<file path="config.mk">
export PLATFORM = sky130hd
export DESIGN_NAME = inst_fetch
export DESIGN_NICKNAME = d
export VERILOG_FILES = /design/src/rtl/inst_fetch.sv
export SDC_FILE = /design/constraint.sdc
export NUM_CORES = 1
export LEC_CHECK = 0
export BUFFER_PORTS_ARGS = -buffer_cell sky130_fd_sc_hd__buf_2
export CORE_ASPECT_RATIO = 2
export CORE_UTILIZATION = 63
export CTS_BUF_LIST = sky130_fd_sc_hd__clkbuf_8
export CTS_CLUSTER_DIAMETER = 100
export CTS_CLUSTER_SIZE = 28
export DETAILED_ROUTE_END_ITERATION = 10
export PLACE_DENSITY = 0.88
export SYNTH_ARGS = -nofsm -noshare
export SYNTH_HDL_FRONTEND = slang
export SYNTH_SLANG_ARGS = --single-unit
</file>
<file path="constraint.sdc">
create_clock -name clk -period 4.3 [get_ports clk]
set_clock_uncertainty 0.1 [all_clocks]
set_input_delay 0.645 -clock clk [delete_from_list [all_inputs] [get_ports clk]]
set_output_delay 0.645 -clock clk [all_outputs]
set_load 0.02 [all_outputs]
</file>
<file path="src/rtl/inst_fetch.sv">
// ---------------------------------------------------------------------------
// inst_fetch
//
// Purpose:
//    Instruction fetch front end. A 32-bit fetch PC addresses a small
//    combinational instruction memory; each fetched {pc, inst} pair is pushed
//    into a 2-entry queue that feeds the decode stage through a valid/ready
//    handshake. Redirects from execute flush the queue and retarget the fetch
//    PC. A misaligned redirect traps the block in a sticky FAULT state that
//    only reset can clear.
//
// Ports:
//    clk            in   1   single clock, rising edge
//    rst            in   1   synchronous reset, active low
//    imem_offset    out  6   word index into instruction memory (fetch_pc[7:2])
//    imem_data      in   32  instruction word for imem_offset (combinational)
//    redirect_valid in   1   branch/jump redirect request
//    redirect_pc    in   32  redirect target byte address
//    out_valid      out  1   queue head holds a valid instruction
//    out_ready      in   1   decode accepts the head this cycle
//    out_inst       out  32  instruction at the queue head (0 when not valid)
//    out_pc         out  32  byte address of out_inst (0 when not valid)
//    fault          out  1   sticky: a misaligned redirect was received
// ---------------------------------------------------------------------------
module inst_fetch #(
   parameter logic [31:0] RESET_PC = 32'h0000_0000
) (
   input  logic        clk,
   input  logic        rst,
   output logic [5:0]  imem_offset,
   input  logic [31:0] imem_data,
   input  logic        redirect_valid,
   input  logic [31:0] redirect_pc,
   output logic        out_valid,
   input  logic        out_ready,
   output logic [31:0] out_inst,
   output logic [31:0] out_pc,
   output logic        fault
);

   typedef enum logic {
      ST_RUN   = 1'b0,
      ST_FAULT = 1'b1
   } state_t;

   localparam int DEPTH = 2;

   state_t      state_q, state_d;
   logic        fault_q, fault_d;
   logic [31:0] fetch_pc_q, fetch_pc_d;
   logic [1:0]  count_q, count_d;

   // Entry 0 is always the head; a pop shifts entry 1 down into entry 0.
   logic [31:0] pc_q   [DEPTH];
   logic [31:0] pc_d   [DEPTH];
   logic [31:0] inst_q [DEPTH];
   logic [31:0] inst_d [DEPTH];

   logic        pop;
   logic        push;
   logic        redirect_take;
   logic        redirect_misaligned;
   logic        wr_idx;

   // ------------------------------------------------------------------------
   // Outputs
   // ------------------------------------------------------------------------
   assign imem_offset = fetch_pc_q[7:2];
   assign out_valid   = (count_q != 2'd0);
   assign out_inst    = out_valid ? inst_q[0] : 32'h0;
   assign out_pc      = out_valid ? pc_q[0]   : 32'h0;
   assign fault       = fault_q;

   // ------------------------------------------------------------------------
   // Handshake / control decode
   // ------------------------------------------------------------------------
   assign pop                 = out_valid && out_ready;
   // Redirects are only honoured while running; in FAULT they are ignored.
   assign redirect_take       = (state_q == ST_RUN) && redirect_valid;
   assign redirect_misaligned = (redirect_pc[1:0] != 2'b00);
   // A full queue may still accept a new word when the head leaves in the
   // same cycle, which is what keeps steady-state throughput at one per cycle.
   assign push                = (state_q == ST_RUN) && !redirect_valid &&
                                ((count_q != 2'd2) || pop);

   // Tail slot after the (optional) pop: the new word lands at index
   // count - pop, which is 1 only for {count=1,no pop} or {count=2,pop}.
   assign wr_idx = ((count_q == 2'd1) && !pop) || (count_q == 2'd2);

   // ------------------------------------------------------------------------
   // Next-state logic
   // ------------------------------------------------------------------------
   always_comb begin
      state_d    = state_q;
      fault_d    = fault_q;
      fetch_pc_d = fetch_pc_q;
      count_d    = count_q;
      for (int i = 0; i < DEPTH; i++) begin
         pc_d[i]   = pc_q[i];
         inst_d[i] = inst_q[i];
      end

      if (redirect_take) begin
         // Flush everything, including a head being popped this cycle.
         count_d = 2'd0;
         if (redirect_misaligned) begin
            state_d = ST_FAULT;
            fault_d = 1'b1;
         end else begin
            fetch_pc_d = redirect_pc;
         end
      end else if (state_q == ST_RUN) begin
         if (pop) begin
            pc_d[0]   = pc_q[1];
            inst_d[0] = inst_q[1];
         end
         if (push) begin
            if (wr_idx) begin
               pc_d[1]   = fetch_pc_q;
               inst_d[1] = imem_data;
            end else begin
               pc_d[0]   = fetch_pc_q;
               inst_d[0] = imem_data;
            end
            // Plain 32-bit add: wraps modulo 2^32.
            fetch_pc_d = fetch_pc_q + 32'd4;
         end
         count_d = count_q + {1'b0, push} - {1'b0, pop};
      end
   end

   // ------------------------------------------------------------------------
   // State registers
   // ------------------------------------------------------------------------
   always_ff @(posedge clk) begin
      if (!rst) begin
         state_q    <= ST_RUN;
         fault_q    <= 1'b0;
         fetch_pc_q <= RESET_PC;
         count_q    <= 2'd0;
         for (int i = 0; i < DEPTH; i++) begin
            pc_q[i]   <= 32'h0;
            inst_q[i] <= 32'h0;
         end
      end else begin
         state_q    <= state_d;
         fault_q    <= fault_d;
         fetch_pc_q <= fetch_pc_d;
         count_q    <= count_d;
         for (int i = 0; i < DEPTH; i++) begin
            pc_q[i]   <= pc_d[i];
            inst_q[i] <= inst_d[i];
         end
      end
   end

endmodule

</file>
* Word-level counts from Yosys, hierarchy flattened *
Memories as Yosys holds them, arrays and structs flattened.
Cells that the tools add are included.

storage, ports and cells
  flip-flop bits (word level) = 35
  RAM bits = 128
  input port bits = 68
  output and inout bits = 72
  logic and storage cells = 58
  memories kept = 2

operators by class
  add/sub/neg operators = 3
  eq/ne operators = 5
  muxes and demuxes = 24
  bitwise operators = 6
  reduce and logical (&&, ||, !) cells = 15

memory list
  memory  words  width  read ports  clocked after memory_dff  write ports  line  RTL
  inst_q  2      32     2           0                         2            56    logic [31:0] inst_q [DEPTH];
  pc_q    2      32     2           0                         2            54    logic [31:0] pc_q [DEPTH];

operator list
  operator                 number
  $mux W32                 16
  $mux W64                 6
  $add A32 B3 Y32 const B  1
  $reduce_bool A2 Y1       3
  $logic_and A1 B1 Y1      5
  $ne A2 B2 Y1 const B     2
  $or A1 B1 Y1             4
  $reduce_and A3 Y1        1
  $add A2 B1 Y2            1
  $eq A2 B1 Y1 const B     1
  $eq A2 B2 Y1 const B     1
  $logic_not A1 Y1         2
  $logic_or A1 B1 Y1       2
  $mux W1                  2
  $ne A2 B1 Y1 const B     1
  $not A1 Y1               2
  $reduce_and A2 Y1        1
  $reduce_or A2 Y1         1
  $sub A2 B1 Y2            1

* Longest topological paths before layout *
Gate-level depths: netlist of run 1.

  depth after elaboration = 10
  mapped depth = 9
  gate-level depth less buffers = 7

* Least setup slack after synthesis of run 1 *
OpenSTA, ideal clock, no wires.

  path type = input to register
  from = in redirect_pc[1]
  to = reg fetch_pc_q[12]
  data arrival time = 1.835 ns
  data required time = 4.078 ns
  setup slack = 2.243 ns
  stages on the path = 4
  cells stage by stage = or4b_4 -> o21a_1 -> buf_2 -> a311o_1

between the ends
  cells in the longest elaborated chain, start to end = 3

ends and longest elaborated chain
  what                         line  RTL
  start, declared              33    input logic [31:0] redirect_pc,
  $reduce_bool A2 Y1           80    assign redirect_misaligned = (redirect_pc[1:0] != 2'b00);
  $ne A2 B2 Y1 (no line)       -
  $reduce_and A3 Y1 (no line)  -
  end signal, assigned         148   fetch_pc_q <= fetch_pc_d;
  end, declared                50    logic [31:0] fetch_pc_q, fetch_pc_d;

No other way between the ends.
A chain may end at the register's enable or synchronous reset.

* Worst setup path after layout of run 1 *
  from = reg count_q[0]
  to = out out_pc[14]

between the ends
  cells in the longest elaborated chain, start to end = 2

ends and longest elaborated chain
  what                    line  RTL
  start, declared         51    logic [1:0] count_q, count_d;
  start signal, assigned  149   count_q <= count_d;
  $reduce_bool A2 Y1      69    assign out_valid = (count_q != 2'd0);
  $mux W32                71    assign out_pc = out_valid ? pc_q[0] : 32'h0;
  end, declared           37    output logic [31:0] out_pc,

No other way between the ends.

==> flow_summary_export.csv, run 1 <==
group,metric,value,unit
cts,cts_buffers,17,
pwr,ir_worst_vdd,0.251,mV
pwr,p_leak,0.00403,µW
timing,fin_crit,2.76,ns
worst_setup_path,critical_path_class,"flop to output pin",
pwr,power_density,341,mW/mm²
timing,period_share,0.642,
synthesis,async_reset_ff_frac,0,
synthesis,yosysWarningCount,0,
grt,grt_usage,0.323,
route,route.detailed.drc,0,
timing,setup_slack,1.54,ns
placement,dp_hpwl,13.3,mm
cells_and_area,insertedDiodeCount,0,
cts,cts.clk_slew.worst_paths,0.10,ns
timing,max_freq,362,MHz
cts,cts.path.max_buffers,2,
pwr,p_total,3100,µW
cts,worst_skew_pair.late_latency,0.47,ns
timing,setup_viol,0,
synthesis,syn-mean-instance-area,8.02,µm²
cts,numClockSinks,163,
route,drt_wl_total,20.8,mm
grt,gr-total-overflow,0,
route,ant_nets,0,
synthesis,synthesis.area,0.00815,mm²
cts,hold_buffers,0,
cells_and_area,nets,1158,
grt,antenna_found_initial,0,
worst_setup_path,crit_required,3.56,ns
timing,hold_violations,0,
route,via_count,7668,
synthesis,ys_types,57,
cells_and_area,fill_cells,1047,
worst_setup_path,critPathLaunchType,"flop",
die,die_w,82.4,µm
die,io_pins,140,
worst_setup_path,cp.arrival,2.02,ns
timing,hold-worst-slack,0.319,ns
placement,pre_cts_ws,1.58,ns
placement,portBuffers,139,
synthesis,netlist_instances,1016,
synthesis,synth_flop_cell,"dfxtp_1",
cells_and_area,final_util,0.721,
cts,cts_htree_levels,4,
cts,cts_tree,"built",
die,die_area,0.0134,mm²
placement,gp_congestion,0.934,
synthesis,ys_seq_area_frac,0.400,
die,rows,58,
min_path,holdCritPathClass,"primary input to flop",
die,coreArea,0.0126,mm²
timing,slew_viol_final,0,
timing,worst_pin_slew,0.927,ns
run,maxCapViolCount,0,
grt,grt_max_degree,66,
cts,ctsResizeCount,0,
route,routedWlPerCell,16.7,µm
synthesis,ys_ff_latch,163,
die,dieHeight,163,µm
run_status,outcome,"finished, final reports clean",
grt,grt_pass1_wl,33.5,mm
timing,rsz0062_at_grt,"no",
die,start_util,0.646,
worst_setup_path,path_max_fanout,65,
cts,root_buffer,"clkbuf_8",
cells_and_area,syn_to_final_growth,11.7,%
grt,grt_pass1_vias,7282,
timing,tns,0,ns
route,avgViaCountPerCell,6.13,
timing,max_slew_margin,0.382,
cells_and_area,drive_above_1_share,0.182,
route,drtIter0Drc,530,
synthesis,synth_edf_count,0,
route,first_pass_iters,5,
worst_setup_path,cp-end-kind,"output pin",
cts,post_cts_buffers,0,
synthesis,synth_nets,1086,
## worst paths after layout
path,slack [ns],to,depth (start not counted),start
worst max-delay path,1.54,out_pc[14],4,count_q[0]
worst min-delay path,0.32,inst_q[0][47],3,imem_data[15]
worst max register to register,1.87,inst_q[0][60],6,count_q[0]
worst min register to register,0.36,inst_q[0][49],2,inst_q[0][49]
## flip-flops by register name, indices dropped and copies added, names as in the netlist
signal / cells
count_q: 2
inst_q: 64
fetch_pc_q: 32
pc_q: 64
fault: 1
## power breakdown
| part | switching, µW | total, µW | internal [µW] |
|---|---|---|---|
| clock network | 620 | 1110 | 492 |
| registers | 62.2 | 1620 | 1560 |
| logic | 229 | 367 | 138 |
| total | 911 | 3100 | 2190 |
## synth_stat cells, drive strengths merged (2+ instances only)
master / n / share of area
nor2: 25 / 0.012
a31oi: 6 / 0.0046
nand4: 9 / 0.0087
a21boi: 2 / 0.0018
nor4: 7 / 0.0072
o21a: 2 / 0.0018
and3: 9 / 0.0069
nor3b: 6 / 0.0055
nor2b: 2 / 0.0015
buf: 40 / 0.030
and4: 5 / 0.0054
or2: 3 / 0.0023
a22o: 65 / 0.070
a22oi: 3 / 0.0028
nand2b: 5 / 0.0038
clkbuf: 58 / 0.027
o21ai: 87 / 0.054
nor3: 13 / 0.0080
nand3: 16 / 0.010
ha: 2 / 0.0031
a21oi: 86 / 0.053
o22ai: 10 / 0.0077
mux2i: 70 / 0.086
o31a: 2 / 0.0021
a21o: 2 / 0.0018
o31ai: 4 / 0.0037
and2: 71 / 0.054
dfxtp: 163 / 0.40
or3: 3 / 0.0023
nand2: 224 / 0.10
## worst max-delay path, stage by stage, from the launching register on
cell and delay [ns]:
dfxtp_1 0.44, or2_2 0.19, buf_4 0.48, and2_1 0.25, buf_2 0.18
## layout by cell type, fill, tap and decap left out, types with 13 or more instances in the layout
cell and instances:
and2_1 71, a21oi_1 85, nor3_1 13, buf_2 139, a22o_1 65, dfxtp_1 163
clkbuf_8 18, nand2_1 223, nand3_1 15, nor2_1 21, mux2i_1 70, o21ai_0 86
## per-layer routing
metal	up-vias	wire, µm	GRT usage
met1	3589	8090	0.369
met3	70	1230	0.0594
met5	-	0	0
met4	0	899	0.194
met2	327	10600	0.541
li1	3682	-	-
## cell families (layout without fill, tap and decap cells)
family,Yosys count,after routing,synth area share
AO/OA/AOI/OAI,280,280,0.217
multiplexers,70,70,0.0860
AND/OR/NAND/NOR,402,402,0.237
buffers and inverters,99,184,0.0576
flip-flops,163,163,0.400
adder cells (fa/ha/maj),2,2,0.00307
## area by class of cell
class                           instances  area (µm²)  area share
Clock inverter                         14         145      0.0159
Multi-Input combinational cell        754        4460       0.490
Inverter                                1        3.75    0.000412
Timing Repair Buffer                  151         798      0.0877
Sequential cell                       163        3260       0.358
Clock buffer                           18         248      0.0272
Tap cell                              150         188      0.0206
## metrics by stage
stage,instances,instance area (µm²)
5_1_grt,1251,9100
6_report,1251,9100
3_5_place_dp,1219,8710
2_1_floorplan,1016,8150
3_3_place_gp,1219,8710
4_1_cts,1251,9100
(Power assumes the default switching activity.)
==> inputs of run 2 (changes only) <==
CORE_UTILIZATION = 53   (was 63)
PLACE_DENSITY = 0.79   (was 0.88)
clock period = 2.5 ns   (was 4.3 ns; I/O delays follow)
==> run 2 against run 1 <==
  * Critical path depth unchanged
  * Global-route usage down 3.8 points
  * Critical endpoint is now out_pc[31]
  * Register-to-register slack worse by 1.7 ns
  * Wire length is 4.8% higher
  * Sequential share of layout area is 1.5 points lower
  * Die area is 19% higher
  * Sequential power up 72%
  * Core utilization decreased by 8.3 points
==> flow_summary_export.csv, run 2 (same netlist as run 1, synthesis figures left out) <==
group,metric,value,unit
grt,grt_usage,0.285,
min_path,whs_path_depth,2,
route,first_pass_iters,6,
worst_setup_path,critPathLaunchType,"flop",
cts,post_cts_buffers,0,
cts,cts_htree_levels,4,
route,drtIter0Drc,486,
placement,dp_cells,1293,
die,die_area,0.0159,mm²
cells_and_area,drive_above_1_share,0.202,
timing,tns,0,ns
worst_setup_path,crit_required,2.03,ns
grt,grt_pass1_vias,7321,
die,die_w,89.7,µm
route,avgViaCountPerCell,5.84,
cells_and_area,layout_common_cells,"nand2_1 (223), dfxtp_1 (163), buf_2 (139)",
route,drt_wl_total,21.8,mm
pwr,ir_worst_vdd,0.454,mV
timing,hold_violations,0,
timing,rsz0062_at_grt,"no",
die,start_util,0.547,
pwr,p_leak,0.00425,µW
route,ant_nets,0,
placement,gp_congestion,0.947,
cts,cts.path.max_buffers,2,
timing,max_freq,432,MHz
timing,worst_pin_slew,0.649,ns
cells_and_area,insertedDiodeCount,0,
cts,worst_skew_pair.late_latency,0.45,ns
timing,fin_crit,2.32,ns
worst_setup_path,path_max_fanout,46,
worst_setup_path,crit_path_max_incr_delay,0.47,ns
timing,setup_viol,0,
cts,cts_tree,"built",
grt,gr-total-overflow,0,
cts,cts.clk_slew.worst_paths,0.10,ns
die,io_pins,140,
route,route.detailed.drc,0,
grt,grt_max_degree,47,
cts,numClockSinks,163,
pwr,p_total,5620,µW
route,via_count,7738,
pwr,power_density,591,mW/mm²
placement,portBuffers,139,
cells_and_area,syn_to_final_growth,16.7,%
cells_and_area,nets,1187,
die,dieHeight,177,µm
worst_setup_path,path_cells,"or2_2 > buf_6 > and2_1 > buf_2",
grt,grt_pass1_wl,35.0,mm
route,routedWlPerCell,16.5,µm
timing,period_share,0.926,
worst_setup_path,crit_slowest_cell,"dfxtp_1",
worst_setup_path,cp.arrival,1.84,ns
timing,max_slew_margin,0.568,
worst_setup_path,r2r_cells,6,
cells_and_area,final_common_cell,"nand2_1",
run_status,outcome,"finished, final reports clean",
min_path,holdCritPathClass,"primary input to flop",
timing,slew_viol_final,0,
run,maxCapViolCount,0,
die,coreArea,0.0149,mm²
worst_setup_path,worst-r2r-setup-slack,0.22,ns
cts,root_buffer,"clkbuf_8",
die,rows,63,
worst_setup_path,cp-end-kind,"output pin",
cells_and_area,final_cells,1324,
grt,antenna_found_initial,0,
timing,hold-worst-slack,0.0466,ns
worst_setup_path,critical_path_class,"flop to output pin",
placement,dp_hpwl,14.6,mm
cts,cts_buffers,17,
cells_and_area,reg.largest.list,"inst_q (64), pc_q (64), fetch_pc_q (32)",
run 2: cell count changes in the layout (fill, tap and decap cells not counted), sizes merged:
cell      previous run  this run
clkinvlp             2         0
bufinv               1         4
buf                151       180
clkinv               5         4
inv                  7         6
run 2: report_power, final:
group | switching, µW | total [µW] | internal (µW)
sequential | 97.0 | 2780 | 2690
combinational | 416 | 692 | 276
clock | 1020 | 2150 | 1130
total | 1530 | 5620 | 4090
run 2: per-layer routing:
layer | vias up | track usage | routed length (µm) | part of all wire
met5 | - | 0 | 0 | 0
li1 | 3748 | - | - | -
met4 | 0 | 0.142 | 830 | 0.038
met3 | 63 | 0.0484 | 1040 | 0.048
met1 | 3637 | 0.324 | 8780 | 0.40
met2 | 290 | 0.496 | 11200 | 0.51
run 2: repair_timing:
action,4_1_cts,5_1_grt
hold buffers,0,0
gates resized for setup,0,1
endpoints found under the setup margin,0,27
run 2: layout make-up:
type / instances / area, µm²
Sequential cell: 163 / 3260
Clock inverter: 13 / 195
Tap cell: 195 / 244
Inverter: 1 / 3.75
Clock buffer: 18 / 248
Multi-Input combinational cell: 754 / 4460
Fill cell: 1340 / 5390
Timing Repair Buffer: 180 / 1090
run 2: path summary, 6_finish.rpt:
check / startpoint / to
setup / recovery: count_q[0] / out_pc[31]
hold / removal: redirect_pc[0] / fault
setup reg to reg: fetch_pc_q[3] / fetch_pc_q[26]
hold reg to reg: inst_q[0][41] / inst_q[0][41]
run 2: metrics by stage:
stage	util	worst slack, ns	area, µm²
2_1_floorplan	-	0.501	8150
3_3_place_gp	0.608	0.253	9060
3_5_place_dp	0.608	0.231	9060
4_1_cts	0.638	0.0854	9510
5_1_grt	0.638	0.0626	9510
6_report	0.638	0.184	9510
run 2: worst max-delay path, delay by kind of cell, from the launching register on:
kind,cells,cell delay [ns]
flops,1,0.47
buf+inv,2,0.47
simple gates,2,0.43
